File: src/rtl/alu_seq.sv
// Sequential ALU: start/busy/done handshake, internal carry and multiply high word.
// Operands are latched on acceptance; single-cycle ops complete on the following edge.
module alu_seq #(
  parameter int WIDTH = 16,
  parameter int SHW   = $clog2(WIDTH)
) (
  input  logic             clk,
  input  logic             reset,
  input  logic             start,
  input  logic [5:0]       opcode,
  input  logic [WIDTH-1:0] rd,
  input  logic [WIDTH-1:0] rs1,
  input  logic [WIDTH-1:0] rs2,
  output logic [WIDTH-1:0] result,
  output logic             carry,
  output logic             jump,
  output logic             done,
  output logic             busy,
  output logic             halted
);

  localparam logic [5:0] OP_JMP  = 6'b000000, OP_JLT  = 6'b000100, OP_JGT = 6'b000101;
  localparam logic [5:0] OP_JEQ  = 6'b000110, OP_JZ   = 6'b000111, OP_JGE = 6'b001000;
  localparam logic [5:0] OP_JLE  = 6'b001001, OP_JNE  = 6'b001010, OP_JN  = 6'b001011;
  localparam logic [5:0] OP_AND  = 6'b001100, OP_OR   = 6'b001101, OP_XOR = 6'b001110;
  localparam logic [5:0] OP_NOT  = 6'b001111, OP_NAND = 6'b010000, OP_NOR = 6'b010001;
  localparam logic [5:0] OP_XNOR = 6'b010010, OP_MOV  = 6'b010011, OP_ADD = 6'b010100;
  localparam logic [5:0] OP_ADC  = 6'b010101, OP_ADO  = 6'b010110, OP_SUB = 6'b011000;
  localparam logic [5:0] OP_SBC  = 6'b011001, OP_SBO  = 6'b011010, OP_MUL = 6'b011100;
  localparam logic [5:0] OP_MLA  = 6'b011101, OP_MRT  = 6'b011111, OP_LSL = 6'b100000;
  localparam logic [5:0] OP_LSR  = 6'b100001, OP_ASR  = 6'b100010, OP_ROR = 6'b100100;
  localparam logic [5:0] OP_RRC  = 6'b100101, OP_STP  = 6'b111111;

  localparam logic [WIDTH-1:0] W_VAL    = WIDTH'(WIDTH);
  localparam logic [WIDTH-1:0] RRC_MOD  = WIDTH'(WIDTH + 1);
  localparam logic [WIDTH:0]   ONE_X    = (WIDTH + 1)'(1);
  localparam logic [SHW-1:0]   CNT_LAST = SHW'(WIDTH - 1);

  typedef enum logic [1:0] {S_IDLE, S_MUL, S_FIN} state_e;

  state_e             state_q, state_d;
  logic               pend_q, pend_d;
  logic [5:0]         op_q, op_d;
  logic [WIDTH-1:0]   rd_q, rd_d, rs1_q, rs1_d, rs2_q, rs2_d;
  logic [WIDTH-1:0]   result_q, result_d, mulhi_q, mulhi_d, mplier_q, mplier_d;
  logic               carry_q, carry_d, jump_q, jump_d, done_q, done_d;
  logic               busy_q, busy_d, halted_q, halted_d;
  logic [2*WIDTH-1:0] acc_q, acc_d, mcand_q, mcand_d;
  logic [SHW-1:0]     cnt_q, cnt_d;

  // Datapath evaluated on the latched operands
  logic [WIDTH:0]          a_x, b_x, c_x, sum;
  logic                    s_lt, s_eq, sh_big;
  logic signed [WIDTH-1:0] asr_raw;
  logic [2*WIDTH-1:0]      ror_wide;
  logic [WIDTH-1:0]        rrc_amt;
  logic [2*WIDTH+1:0]      rrc_wide;

  assign a_x      = {1'b0, rs1_q};
  assign b_x      = {1'b0, rs2_q};
  assign c_x      = {{WIDTH{1'b0}}, carry_q};
  assign s_lt     = $signed(rs1_q) < $signed(rs2_q);
  assign s_eq     = rs1_q == rs2_q;
  assign sh_big   = rs2_q >= W_VAL;
  assign asr_raw  = $signed(rs1_q) >>> rs2_q;
  assign ror_wide = {rs1_q, rs1_q} >> rs2_q[SHW-1:0];
  assign rrc_amt  = rs2_q % RRC_MOD;
  // {rs1,C} is a (WIDTH+1)-bit ring; doubling it turns the rotate into a plain shift
  assign rrc_wide = {rs1_q, carry_q, rs1_q, carry_q} >> rrc_amt;

  logic [WIDTH-1:0] x_res;
  logic             x_wr, x_carry, x_wc, x_jump, is_jmp, is_arith;

  // NOTE: every always_comb output gets a default first so no latch is inferred.
  always_comb begin
    x_res    = '0;
    x_wr     = 1'b0;
    x_carry  = 1'b0;
    x_wc     = 1'b0;
    x_jump   = 1'b0;
    is_jmp   = 1'b0;
    is_arith = 1'b0;
    sum      = '0;
    case (op_q)
      OP_JMP:  begin is_jmp = 1'b1; x_jump = 1'b1;            end
      OP_JLT:  begin is_jmp = 1'b1; x_jump = s_lt;            end
      OP_JGT:  begin is_jmp = 1'b1; x_jump = !s_lt && !s_eq;  end
      OP_JEQ:  begin is_jmp = 1'b1; x_jump = s_eq;            end
      OP_JZ:   begin is_jmp = 1'b1; x_jump = rs1_q == '0;     end
      OP_JGE:  begin is_jmp = 1'b1; x_jump = !s_lt;           end
      OP_JLE:  begin is_jmp = 1'b1; x_jump = s_lt || s_eq;    end
      OP_JNE:  begin is_jmp = 1'b1; x_jump = !s_eq;           end
      OP_JN:   begin is_jmp = 1'b1; x_jump = rs1_q[WIDTH-1];  end
      OP_AND:  begin x_wr = 1'b1; x_res = rs1_q & rs2_q;      end
      OP_OR:   begin x_wr = 1'b1; x_res = rs1_q | rs2_q;      end
      OP_XOR:  begin x_wr = 1'b1; x_res = rs1_q ^ rs2_q;      end
      OP_NOT:  begin x_wr = 1'b1; x_res = ~rs1_q;             end
      OP_NAND: begin x_wr = 1'b1; x_res = ~(rs1_q & rs2_q);   end
      OP_NOR:  begin x_wr = 1'b1; x_res = ~(rs1_q | rs2_q);   end
      OP_XNOR: begin x_wr = 1'b1; x_res = ~(rs1_q ^ rs2_q);   end
      OP_MOV:  begin x_wr = 1'b1; x_res = rs1_q;              end
      OP_ADD:  begin is_arith = 1'b1; sum = a_x + b_x;               end
      OP_ADC:  begin is_arith = 1'b1; sum = a_x + b_x + c_x;         end
      OP_ADO:  begin is_arith = 1'b1; sum = a_x + ONE_X;             end
      OP_SUB:  begin is_arith = 1'b1; sum = a_x - b_x;               end
      OP_SBC:  begin is_arith = 1'b1; sum = a_x - b_x + c_x - ONE_X; end
      OP_SBO:  begin is_arith = 1'b1; sum = a_x - ONE_X;             end
      OP_MRT:  begin x_wr = 1'b1; x_res = mulhi_q;                    end
      OP_LSL:  begin x_wr = 1'b1; x_res = sh_big ? '0 : rs1_q << rs2_q; end
      OP_LSR:  begin x_wr = 1'b1; x_res = sh_big ? '0 : rs1_q >> rs2_q; end
      OP_ASR:  begin
        x_wr  = 1'b1;
        x_res = sh_big ? {WIDTH{rs1_q[WIDTH-1]}} : asr_raw;
      end
      OP_ROR:  begin x_wr = 1'b1; x_res = ror_wide[WIDTH-1:0]; end
      OP_RRC:  begin
        x_wr    = 1'b1;
        x_res   = rrc_wide[WIDTH:1];
        x_wc    = 1'b1;
        x_carry = rrc_wide[0];
      end
      OP_STP:  begin x_wr = 1'b1; x_res = '0; end
      default: ;
    endcase
    if (is_jmp) begin
      x_wr  = 1'b1;
      x_res = rd_q;
    end
    if (is_arith) begin
      x_wr    = 1'b1;
      x_res   = sum[WIDTH-1:0];
      x_wc    = 1'b1;
      x_carry = sum[WIDTH];
    end
  end

  // Multiply step: add shifted multiplicand per set bit; the MSB weight is negative
  logic               is_mul_op, step_last, accept;
  logic [2*WIDTH-1:0] src_acc, src_mcand, step_acc;
  logic [WIDTH-1:0]   src_mplier;

  assign is_mul_op  = (op_q == OP_MUL) || (op_q == OP_MLA);
  assign src_acc    = (state_q == S_MUL) ? acc_q :
                      ((op_q == OP_MLA) ? {{WIDTH{rd_q[WIDTH-1]}}, rd_q} : '0);
  assign src_mcand  = (state_q == S_MUL) ? mcand_q : {{WIDTH{rs1_q[WIDTH-1]}}, rs1_q};
  assign src_mplier = (state_q == S_MUL) ? mplier_q : rs2_q;
  assign step_last  = (state_q == S_MUL) && (cnt_q == CNT_LAST);
  assign step_acc   = !src_mplier[0] ? src_acc :
                      (step_last ? src_acc - src_mcand : src_acc + src_mcand);
  assign accept     = start && !halted_q && !pend_q && (state_q == S_IDLE);

  always_comb begin
    state_d  = state_q;
    pend_d   = pend_q;
    op_d     = op_q;
    rd_d     = rd_q;
    rs1_d    = rs1_q;
    rs2_d    = rs2_q;
    result_d = result_q;
    carry_d  = carry_q;
    jump_d   = 1'b0;
    done_d   = 1'b0;
    busy_d   = 1'b0;
    halted_d = halted_q;
    mulhi_d  = mulhi_q;
    acc_d    = acc_q;
    mcand_d  = mcand_q;
    mplier_d = mplier_q;
    cnt_d    = cnt_q;
    if (accept) begin
      pend_d = 1'b1;
      op_d   = opcode;
      rd_d   = rd;
      rs1_d  = rs1;
      rs2_d  = rs2;
    end
    case (state_q)
      S_IDLE: begin
        if (pend_q) begin
          pend_d = 1'b0;
          if (is_mul_op) begin
            acc_d    = step_acc;
            mcand_d  = {src_mcand[2*WIDTH-2:0], 1'b0};
            mplier_d = {1'b0, src_mplier[WIDTH-1:1]};
            cnt_d    = SHW'(1);
            busy_d   = 1'b1;
            state_d  = S_MUL;
          end else begin
            done_d = 1'b1;
            jump_d = x_jump;
            if (x_wr) result_d = x_res;
            if (x_wc) carry_d = x_carry;
            if (op_q == OP_STP) halted_d = 1'b1;
          end
        end
      end
      S_MUL: begin
        acc_d    = step_acc;
        mcand_d  = {src_mcand[2*WIDTH-2:0], 1'b0};
        mplier_d = {1'b0, src_mplier[WIDTH-1:1]};
        cnt_d    = cnt_q + SHW'(1);
        busy_d   = 1'b1;
        if (step_last) state_d = S_FIN;
      end
      S_FIN: begin
        result_d = acc_q[WIDTH-1:0];
        mulhi_d  = acc_q[2*WIDTH-1:WIDTH];
        done_d   = 1'b1;
        state_d  = S_IDLE;
      end
      default: state_d = S_IDLE;
    endcase
  end

  // NOTE: sequential state uses non-blocking assignments only, so every flop samples pre-edge values.
  always_ff @(posedge clk) begin
    if (reset) begin
      state_q  <= S_IDLE;
      pend_q   <= 1'b0;
      op_q     <= '0;
      rd_q     <= '0;
      rs1_q    <= '0;
      rs2_q    <= '0;
      result_q <= '0;
      carry_q  <= 1'b0;
      jump_q   <= 1'b0;
      done_q   <= 1'b0;
      busy_q   <= 1'b0;
      halted_q <= 1'b0;
      mulhi_q  <= '0;
      acc_q    <= '0;
      mcand_q  <= '0;
      mplier_q <= '0;
      cnt_q    <= '0;
    end else begin
      state_q  <= state_d;
      pend_q   <= pend_d;
      op_q     <= op_d;
      rd_q     <= rd_d;
      rs1_q    <= rs1_d;
      rs2_q    <= rs2_d;
      result_q <= result_d;
      carry_q  <= carry_d;
      jump_q   <= jump_d;
      done_q   <= done_d;
      busy_q   <= busy_d;
      halted_q <= halted_d;
      mulhi_q  <= mulhi_d;
      acc_q    <= acc_d;
      mcand_q  <= mcand_d;
      mplier_q <= mplier_d;
      cnt_q    <= cnt_d;
    end
  end

  assign result = result_q;
  assign carry  = carry_q;
  assign jump   = jump_q;
  assign done   = done_q;
  assign busy   = busy_q;
  assign halted = halted_q;

endmodule

File: config.mk
export PLATFORM = sky130hd
export DESIGN_NAME = alu_seq
export DESIGN_NICKNAME = d
export VERILOG_FILES = /design/src/rtl/alu_seq.sv
export SDC_FILE = /design/constraint.sdc
export NUM_CORES = 1
export LEC_CHECK = 0
export ABC_AREA = 1
export CORE_MARGIN = 1.5
export CORE_UTILIZATION = 50
export DETAILED_ROUTE_END_ITERATION = 8
export MAX_ROUTING_LAYER = met4
export PLACE_DENSITY = 0.74
export REMOVE_ABC_BUFFERS = 1
export SETUP_SLACK_MARGIN = 0.1
export SKIP_LAST_GASP = 1
export SYNTH_ARGS = -nofsm -noshare
export SYNTH_HDL_FRONTEND = slang
export SYNTH_SLANG_ARGS = --single-unit
File: constraint.sdc
create_clock -name clk -period 14.14 [get_ports clk]
set_input_delay 2.828 -clock clk [delete_from_list [all_inputs] [get_ports clk]]
set_output_delay 2.828 -clock clk [all_outputs]
set_load 0.02 [all_outputs]
-- Yosys cells after proc, flatten, opt, wreduce, memory -nomap -nowiden
Cells that the tools add are included.
- bits in read-only memories: 0
- output and inout bits: 21
- bits in writable memories: 0
- word-level logic and storage cells: 162
- input port bits: 57
- bits in latches: 0
- memories kept: 0
- flip-flop bits (word level): 178
- shift-type cells: 5
- add/sub/neg operators: 10
- eq/ne operators: 40
- $mul: 0
- magnitude comparators: 2
- muxes and demuxes: 52
- divide/modulo/power cells: 1
- reduce and logical (&&, ||, !) cells: 25
- bitwise gates (word level): 10
- operator list (cell ; count):
    32-bit 2-to-1 mux ; 9
    16-bit case mux with 14 select lines ; 1
    16-bit 2-to-1 mux ; 11
    32-bit case mux with 2 select lines ; 2
    17-bit case mux with 6 select lines ; 1
    6-bit by 5-bit == test with 1-bit output (second input constant) ; 13
    16-bit inverter ; 4
    16-bit case mux with 2 select lines ; 2
    6-bit by 4-bit == test with 1-bit output (second input constant) ; 8
    6-bit == test (second input constant) ; 6
    17-bit by 1-bit adder with 17-bit output ; 2
    34-bit by 16-bit right shift with 17-bit output ; 1
    32-bit adder ; 1
    32-bit by 4-bit right shift with 16-bit output ; 1
    32-bit subtractor ; 1
    6-bit by 3-bit == test with 1-bit output (second input constant) ; 4
    16-bit by 1-bit adder with 17-bit output (second input constant) ; 1
    16-bit by 16-bit adder with 17-bit output ; 1
    16-bit by 1-bit subtractor with 17-bit output (second input constant) ; 1
    16-bit by 16-bit subtractor with 17-bit output ; 1
    17-bit by 1-bit subtractor with 17-bit output (second input constant) ; 1
    16-bit AND ; 1
    16-bit == test ; 1
    16-bit by 5-bit >= comparator with 1-bit output (second input constant) ; 1
    other kinds (33) ; 70

-- Longest topological paths before layout
Gate-level depths: netlist of run 1.
- depth in word-level cells: 9
- gate-level depth with buffers: 83
- mapped depth without buffers: 83

-- Worst setup path before layout of run 1
Ideal clock, no wire load.
- kind: reg2reg
- from: register rs2_q[12]
- to: register carry_q (netlist: carry)
- period minus slack after synthesis: 7151 ps
- cell stages (with the launch flop): 73
- required time: 14020 ps
- setup slack: 6989 ps
- path buffers: 2
- library setup time: 120 ps
- arrival time: 7031 ps
- cell sequence: dfxtp_1 -> nor2_2 -> nand2_1 -> nand3_2 -> nand2_4 -> nor2_2 -> nand2_2 -> nand2_2 -> nand2_2 -> nand2_2 -> nand2_2 -> nor2_1 -> nand3_1 -> nand2_2 -> nand2_1 -> xor2_1 -> inv_2 -> nand2_4 -> [37 not listed] -> ha_1 -> nand3_1 -> nand2_2 -> nand3_4 -> inv_2 -> nand3_1 -> o21ai_2 -> buf_6 -> buf_6 -> nand3_1 -> nand3_1 -> nand2_1 -> nand2_1 -> nand3_1 -> nand2_1 -> nand2_1 -> a21oi_1 -> a21oi_1
- word-level cells in the longest chain between the ends: 5
- elaborated cells on any way between the ends: 10
- classes of those cells: add/sub: 5; div: 1; shift: 1; mux: 3
- RTL lines (what ; RTL line ; text):
    start, declared ; 44 ; logic [WIDTH-1:0] rd_q, rd_d, rs1_q, rs1_d, rs2_q, rs2_d;
    start signal, assigned ; 241 ; rs2_q <= rs2_d;
    branches (longest 4 deep; another with 16-bit by 5-bit modulo with 16-bit output) ; - ;
    1-bit 2-to-1 mux (*) ; 129 ; if (is_arith) begin
    end signal, assigned ; 243 ; carry_q <= carry_d;
    end, declared ; 46 ; logic carry_q, carry_d, jump_q, jump_d, done_q, done_d;
Every way passes the cells marked *.
A chain may end at the register's enable or synchronous reset.

-- Final worst setup path of run 1
- from: register rs2_q[15]
- to: register result_q[15] (netlist: result[15])
- word-level cells in the longest chain between the ends: 9
- elaborated cells on any way between the ends: 28
- classes of those cells: add/sub: 5; div: 1; order compare: 1; shift: 4; mux: 11; bitwise: 6
- RTL lines (what ; RTL line ; text):
    16-bit by 5-bit modulo with 16-bit output, or another cell as far along ; 67 ; assign rrc_amt = rs2_q % RRC_MOD;
    34-bit by 16-bit right shift with 17-bit output, or another cell as far along ; 69 ; assign rrc_wide = {rs1_q, carry_q, rs1_q, carry_q} >> rrc_amt;
    16-bit case mux with 14 select lines / 17-bit by 1-bit subtractor with 17-bit output (equally long branches) ; 84, 106 ;
    16-bit 2-to-1 mux / 17-bit case mux with 6 select lines (equally long branches) ; 125, 84 ;
    16-bit 2-to-1 mux (*) ; 129 ;
    16-bit 2-to-1 mux (*) ; 191 ; if (x_wr) result_d = x_res;
    16-bit 2-to-1 mux (*) ; 181 ; if (is_mul_op) begin
    16-bit 2-to-1 mux (*) ; 179 ; if (pend_q) begin
    16-bit case mux with 2 select lines (*) ; 177 ; case (state_q)
    end signal, assigned ; 242 ; result_q <= result_d;
    end, declared ; 45 ; logic [WIDTH-1:0] result_q, result_d, mulhi_q, mulhi_d, mplier_q, mplier_d;
Mark *: on every way between the ends. The rest lies on a longest branch, timed or not. The select of a mux whose other input is x is not followed.

==> results of run 1 <==
## final timing paths
kind	slack, ns	cells after the start	to
worst max-delay path	4.42	69	result[15]$_SDFFE_PP0P_
worst min-delay path	0.48	2	pend_q$_SDFF_PP0_
worst max register to register	4.42	69	result[15]$_SDFFE_PP0P_
worst min register to register	0.48	2	pend_q$_SDFF_PP0_
## state kept, by name (all words and copies together) (netlist names)
signal    flops
acc_q        32
busy          1
carry         1
cnt_q         4
done          1
halted        1
jump          1
mcand_q      31
mplier_q     15
mulhi_q      16
op_q          6
pend_q        1
rd_q         16
result       16
rs1_q        16
rs2_q        16
state_q       2
## cell families after synthesis
logic type,Yosys count,synth area share (%)
AO/OA/AOI/OAI,927,27.28
XOR/XNOR,95,4.494
adder cells (fa/ha/maj),108,7.108
buffers and inverters,564,11.29
flip-flops,176,18.13
multiplexers,6,0.3091
AND/OR/NAND/NOR,1370,31.39
## cell type report
type	instances	share of cell area, %
multi-input cells	2506	64.88
flip-flops and latches	176	16.63
inverters	410	7.283
repair buffers	122	5.233
well taps	518	3.060
clock buffers	20	2.156
clock inverters	12	0.7206
diodes	3	0.03544
## synthesized netlist by cell type, types with 12 or more instances
library cell	instances	share of area, %
nand4_1	56	1.8
o21ai_0	398	10
clkbuf_1	120	2.3
nand2_1	661	13
nor3_1	37	0.95
ha_1	104	6.7
nor2_1	257	5.0
nand3_1	246	6.3
nor4_1	13	0.42
inv_1	361	7.0
buf_1	13	0.25
o2111ai_1	17	0.77
xnor2_1	21	0.95
clkinv_1	18	0.35
a21oi_1	275	7.1
o211ai_1	20	0.77
o21bai_1	12	0.46
o221ai_1	20	0.90
o21ai_1	21	0.54
or2_2	13	0.42
a2111oi_0	15	0.68
dfxtp_1	176	18
nand2_2	32	1.0
xor2_1	70	3.2
a31oi_1	14	0.45
inv_2	30	0.58
o22ai_1	62	2.0
## per-layer routing
layer / wire length, microns / track usage (%)
met3: 7171 / 7.013
met2: 35740 / 61.79
met1: 34530 / 53.19
met5: 0 / -
met4: 4313 / 21.24
## worst reg2reg max path, delay by kind of cell, from the launching register on
kind / cells / cell delay, ns
AO/OA/AOI/OAI: 5 / 1.23
XOR/XNOR: 1 / 0.26
adder cells (fa/ha/maj): 2 / 0.40
buffers and inverters: 7 / 1.14
flip-flops: 1 / 0.47
AND/OR/NAND/NOR: 54 / 6.09
## per-stage QoR
step / area, sq um / cells
finish: 21180 / 3767
global route: 21180 / 3766
CTS: 21180 / 3764
detailed placement: 20570 / 3732
global placement: 20570 / 3732
floorplan: 18780 / 3092
==> summary.txt, run 1 <==
Critical path
  • CP arrival: 10.07 ns
  • R2r startpoint: rs2_q[15]$_SDFFE_PP0P_
  • CP startpoint kind: flop
  • Slowest CP cell: o21ai_2
  • CP max stage delay: 0.67 ns
  • Delay-heaviest family, CP: simple AND/OR/NAND/NOR gates
  • Critical Path RT: 14.49 ns
  • Crit path max fanout: 20
  • CP Class: flop to flop
  • CP dominant cell by count: nand2_1
  • WP buf/inv: 7
  • Worst setup path start: rs2_q[15]$_SDFFE_PP0P_
  • CP endpoint kind: flop

Floorplan
  • DIE WIDTH: 200.1 microns
  • Die H: 200.1 microns
  • Full die area: 0.04006 sq mm
  • # IOs: 78
  • Initial Util: 50.52%
  • Core area: 0.03847 sq mm
  • Standard-cell rows: 72

Clock tree
  • Hold_buf cts: 0
  • Root Driver: clkbuf_16
  • Worst-skew pair later-pin latency: ~0.50 ns
  • CTS H-tree lvls: 4
  • Clock tree buffer depth: 2
  • Setup Buffers After CTS: 0
  • Clk slew on worst S/H paths: approximately 0.07 ns
  • CTS sink cnt: 176
  • CTS tree: done
  • Post-CTS Resized: 0
  • Inserted Clock Buffers: 17

STA
  • Fmax: 102.9 MHz
  • Final clock skew: between 0.01 and 0.015 ns
  • Worst-Margin Slew: 1.406 ns
  • RSZ-0062 raised after global routing: false
  • Post-route setup TNS: 0 ns
  • Hold_ws: approximately 0.48 ns
  • Final period util: approximately 69%
  • Fin crit period: around 9.7 ns
  • Max-slew headroom: 5.952%
  • Hold Fails Final Rpt: 0
  • Final worst slack: 4.422 ns
  • Max Transition Viols Final: 0
  • Final setup fails: 0

Placement
  • PortBufs: 77
  • DP HPWL: between 60000 and 70000 microns
  • Worst slack, placed: 4.655 ns
  • RePlAce Congestion: roughly 1.1

Detailed routing
  • Total routed wirelength: 81750 microns
  • Vias: 23125
  • Initial DRC count: 2499
  • Detailed Routing Iterations Pass 1: 6
  • DRC viols: 0
  • Vias/cell: 6.139
  • Antenna Nets Post-Route: 0
  • Avg WL per Cell: 21.70 microns

GRT
  • GR Overflow Total: 0
  • First-pass GRT wire length: 124200 microns
  • GRT Overall Usage: 41.24%
  • Initial antenna violation count: 2
  • Vias in the first global route: 21142
  • Largest net degree at the start of global routing: about 80

Outcome
  • Run status: finished, final reports clean

Cells and area
  • Layout fillers: 4009
  • Area occupied by multi-input gates: 0.01374 sq mm
  • Sequential cell area: 0.003523 sq mm
  • Area growth syn-to-layout: 9.008%
  • Most common cell after layout, fill and taps aside: nand2_1
  • Post-layout util: 55.07%
  • Most frequent cells in the layout: nand2_1, o21ai_0, inv_1
  • Fraction of layout cells with a size suffix above 1: 6.531%
  • Layout Nets: 3398

Hold path
  • Hold_sp: pend_q$_SDFF_PP0_
  • Hold Crit Class: flop to flop

Synth
  • Yosys warns: 0
  • Post-Syn Area per Cell: 5.987 sq um
  • Ys flop type: dfxtp_1
  • Syn Std Cell Area: 0.01943 sq mm
  • Post-Synthesis Cells: between 3000 and 4000
  • Post-synth cell types: 71
  • Post-synthesis register bit count: 176
  • Register area share after synthesis: 18.13%
  • Post-synth EDFFs: 0
  • FFs w/ async S/R, synth: 0%

Flow run
  • MaxCap Viol Count: 0
Power of run 1 is left out: the tool's default activity adds up to more than one toggle a clock period on the data nets, which glitch-free logic cannot reach.
==> run 2, diff against run 1 <==
clock period = 10 ns   (was 14.14 ns; I/O delays follow)
==> run 2 against run 1 <==
Clock skew rose by 0.0044 ns; critical path type unchanged; wire length up 2.3%; worst setup slack got worse by 3.3 ns; non-clock buffer count grew 11; fmax is 9.3% higher; critical path depth down 4.
==> summary.txt, run 2 (synthesized netlist as in run 1, its figures left out) <==
Placement
  • RePlAce Congestion: 1.027 (-5.8%)
  • DP HPWL: 62160 microns (+1.1%)
  • PortBufs: 77 (unchanged)

Floorplan
  • Full die area: 0.04006 sq mm (unchanged)
  • # IOs: 78 (unchanged)
  • Initial Util: 50.52% (unchanged)
  • DIE WIDTH: 200.1 microns (unchanged)
  • Standard-cell rows: 72 (unchanged)
  • Core area: 0.03847 sq mm (unchanged)
  • Die H: 200.1 microns (unchanged)

Clock tree
  • Clock tree buffer depth: 2 (unchanged)
  • CTS H-tree lvls: 4 (unchanged)
  • Clk slew on worst S/H paths: 0.08 ns (about the same)
  • Inserted Clock Buffers: 17 (unchanged)
  • CTS tree: done
  • Root Driver: clkbuf_16
  • CTS sink cnt: 176 (unchanged)
  • Worst-skew pair later-pin latency: 0.48 ns (-0.02 ns)

Cells and area
  • Fraction of layout cells with a size suffix above 1: 6.875% (+0.34 points)
  • Area growth syn-to-layout: 9.446%
  • Layout fillers: 3988 (-0.52%)
  • Most common cell after layout, fill and taps aside: nand2_1
  • Layout Nets: 3410 (+0.35%)
  • Largest regs: acc_q x32, mcand_q x31
  • Most frequent cells in the layout: nand2_1, o21ai_0, inv_1
  • Largest Register: acc_q
  • Max reg flops: 32 (unchanged)

Critical path
  • Slowest CP cell: dfxtp_1
  • CP arrival: 9.26 ns (-0.81 ns)
  • Critical Path RT: 10.37 ns (-4.12 ns)
  • CP startpoint kind: flop
  • CP dominant cell by count: nand2_1
  • CP Class: flop to flop
  • Crit path max fanout: 18 (-10%)
  • CP max stage delay: 0.47 ns (-0.20 ns)
  • CP endpoint kind: flop

Detailed routing
  • Initial DRC count: 2753 (+10%)
  • Total routed wirelength: 83630 microns (+2.3%)
  • Avg WL per Cell: 22.14 microns (+2.0%)
  • Vias/cell: 6.194 (+0.90%)
  • Detailed Routing Iterations Pass 1: 6 (unchanged)
  • Vias: 23401 (+1.2%)
  • Antenna Nets Post-Route: 0 (unchanged)
  • DRC viols: 0 (unchanged)

STA
  • Final clock skew: 0.01543 ns (+0.004418 ns)
  • Worst-Margin Slew: 1.416 ns (+0.01053 ns)
  • Final period util: 88.95% (+20 points)
  • Post-route setup TNS: 0 ns (unchanged)
  • Fmax: 112.4 MHz (+9.3%)
  • Max Transition Viols Final: 0 (unchanged)
  • Fin crit period: 8.895 ns (-0.8235 ns)
  • Max-slew headroom: 4.726% (-1.2 points)
  • Hold Fails Final Rpt: 0 (unchanged)
  • Final setup fails: 0 (unchanged)
  • RSZ-0062 raised after global routing: false

Flow run
  • MaxCap Viol Count: 0 (unchanged)

GRT
  • Initial antenna violation count: 2 (unchanged)
  • First-pass GRT wire length: 125600 microns (+1.2%)
  • GR Overflow Total: 0 (unchanged)
  • GRT Overall Usage: 41.59% (+0.34 points)
  • Largest net degree at the start of global routing: 89 (+14%)
  • Vias in the first global route: 21049 (-0.44%)

Outcome
  • Run status: finished, final reports clean

Hold path
  • Hold Crit Class: flop to flop
run 2: cell count changes in the layout (fill, tap and decap cells not counted), sizes merged:
cell,change
inv,+1
nor2,+1
buf,+11
clkinvlp,-1
diode,-1
bufinv,-1
clkinv,+1
run 2: layer usage:
metal	global-route usage, %	wire [microns]	share of wire, %	up-vias
li1	-	-	-	11035
met1	52.64	34280	41	10929
met2	62.41	36370	43	1215
met3	9.095	8325	10	222
met4	20.51	4648	5.6	0
met5	-	0	0	-
run 2: worst max-delay path, delay by kind of cell, from the launching register on:
family	cells	cell delay [ns]
adders and majority gates	2	0.41
xor gates and xnor gates	1	0.21
DFF	1	0.47
and+or+nand+nor	50	5.66
AOI/OAI and AO/OA	6	1.04
buffers and inverters	6	0.97
run 2: stage by stage:
| step | util, % | setup WS (ns) | std cells | hold slack (ns) | instance area (sq um) |
|---|---|---|---|---|---|
| final | 55.29 | 1.105 | 3778 | 0.4671 | 21270 |
| after global routing | 55.29 | 0.1443 | 3778 | 0.4861 | 21270 |
| after global placement | 53.58 | 1.487 | 3738 | 0.4514 | 20610 |
| after detailed placement | 53.58 | 1.003 | 3738 | 0.4595 | 20610 |
| after floorplan | - | 2.328 | 3092 | 0.4361 | 18780 |
| after CTS | 55.04 | 0.9848 | 3770 | 0.4699 | 21170 |
run 2: timing repair:
item,CTS,global route
setup endpoints to repair,0,15
resized for setup,0,10
hold buffers,0,0
setup buffers,0,5
run 2: worst paths after layout:
path         slack [ns]                      end  depth (start not counted)                    start
min                0.47  mcand_q[1]$_SDFFE_PP0P_                          2  mcand_q[1]$_SDFFE_PP0P_
max                1.11  result[13]$_SDFFE_PP0P_                         65   rs2_q[15]$_SDFFE_PP0P_
min reg2reg        0.47  mcand_q[1]$_SDFFE_PP0P_                          2  mcand_q[1]$_SDFFE_PP0P_
max reg2reg        1.11  result[13]$_SDFFE_PP0P_                         65   rs2_q[15]$_SDFFE_PP0P_
run 2: layout make-up:
type	count	area [sq um]	area share [%]
antenna	2	5.005	0.02353
tap	518	648.1	3.047
sequential	176	3523	16.57
timing repair buffer	133	1220	5.736
clock inverter	12	122.6	0.5765
clock buffer	20	436.7	2.053
multi-input combinational	2507	13760	64.71
inverter	410	1550	7.289
Power of run 2 is left out for the same reason.
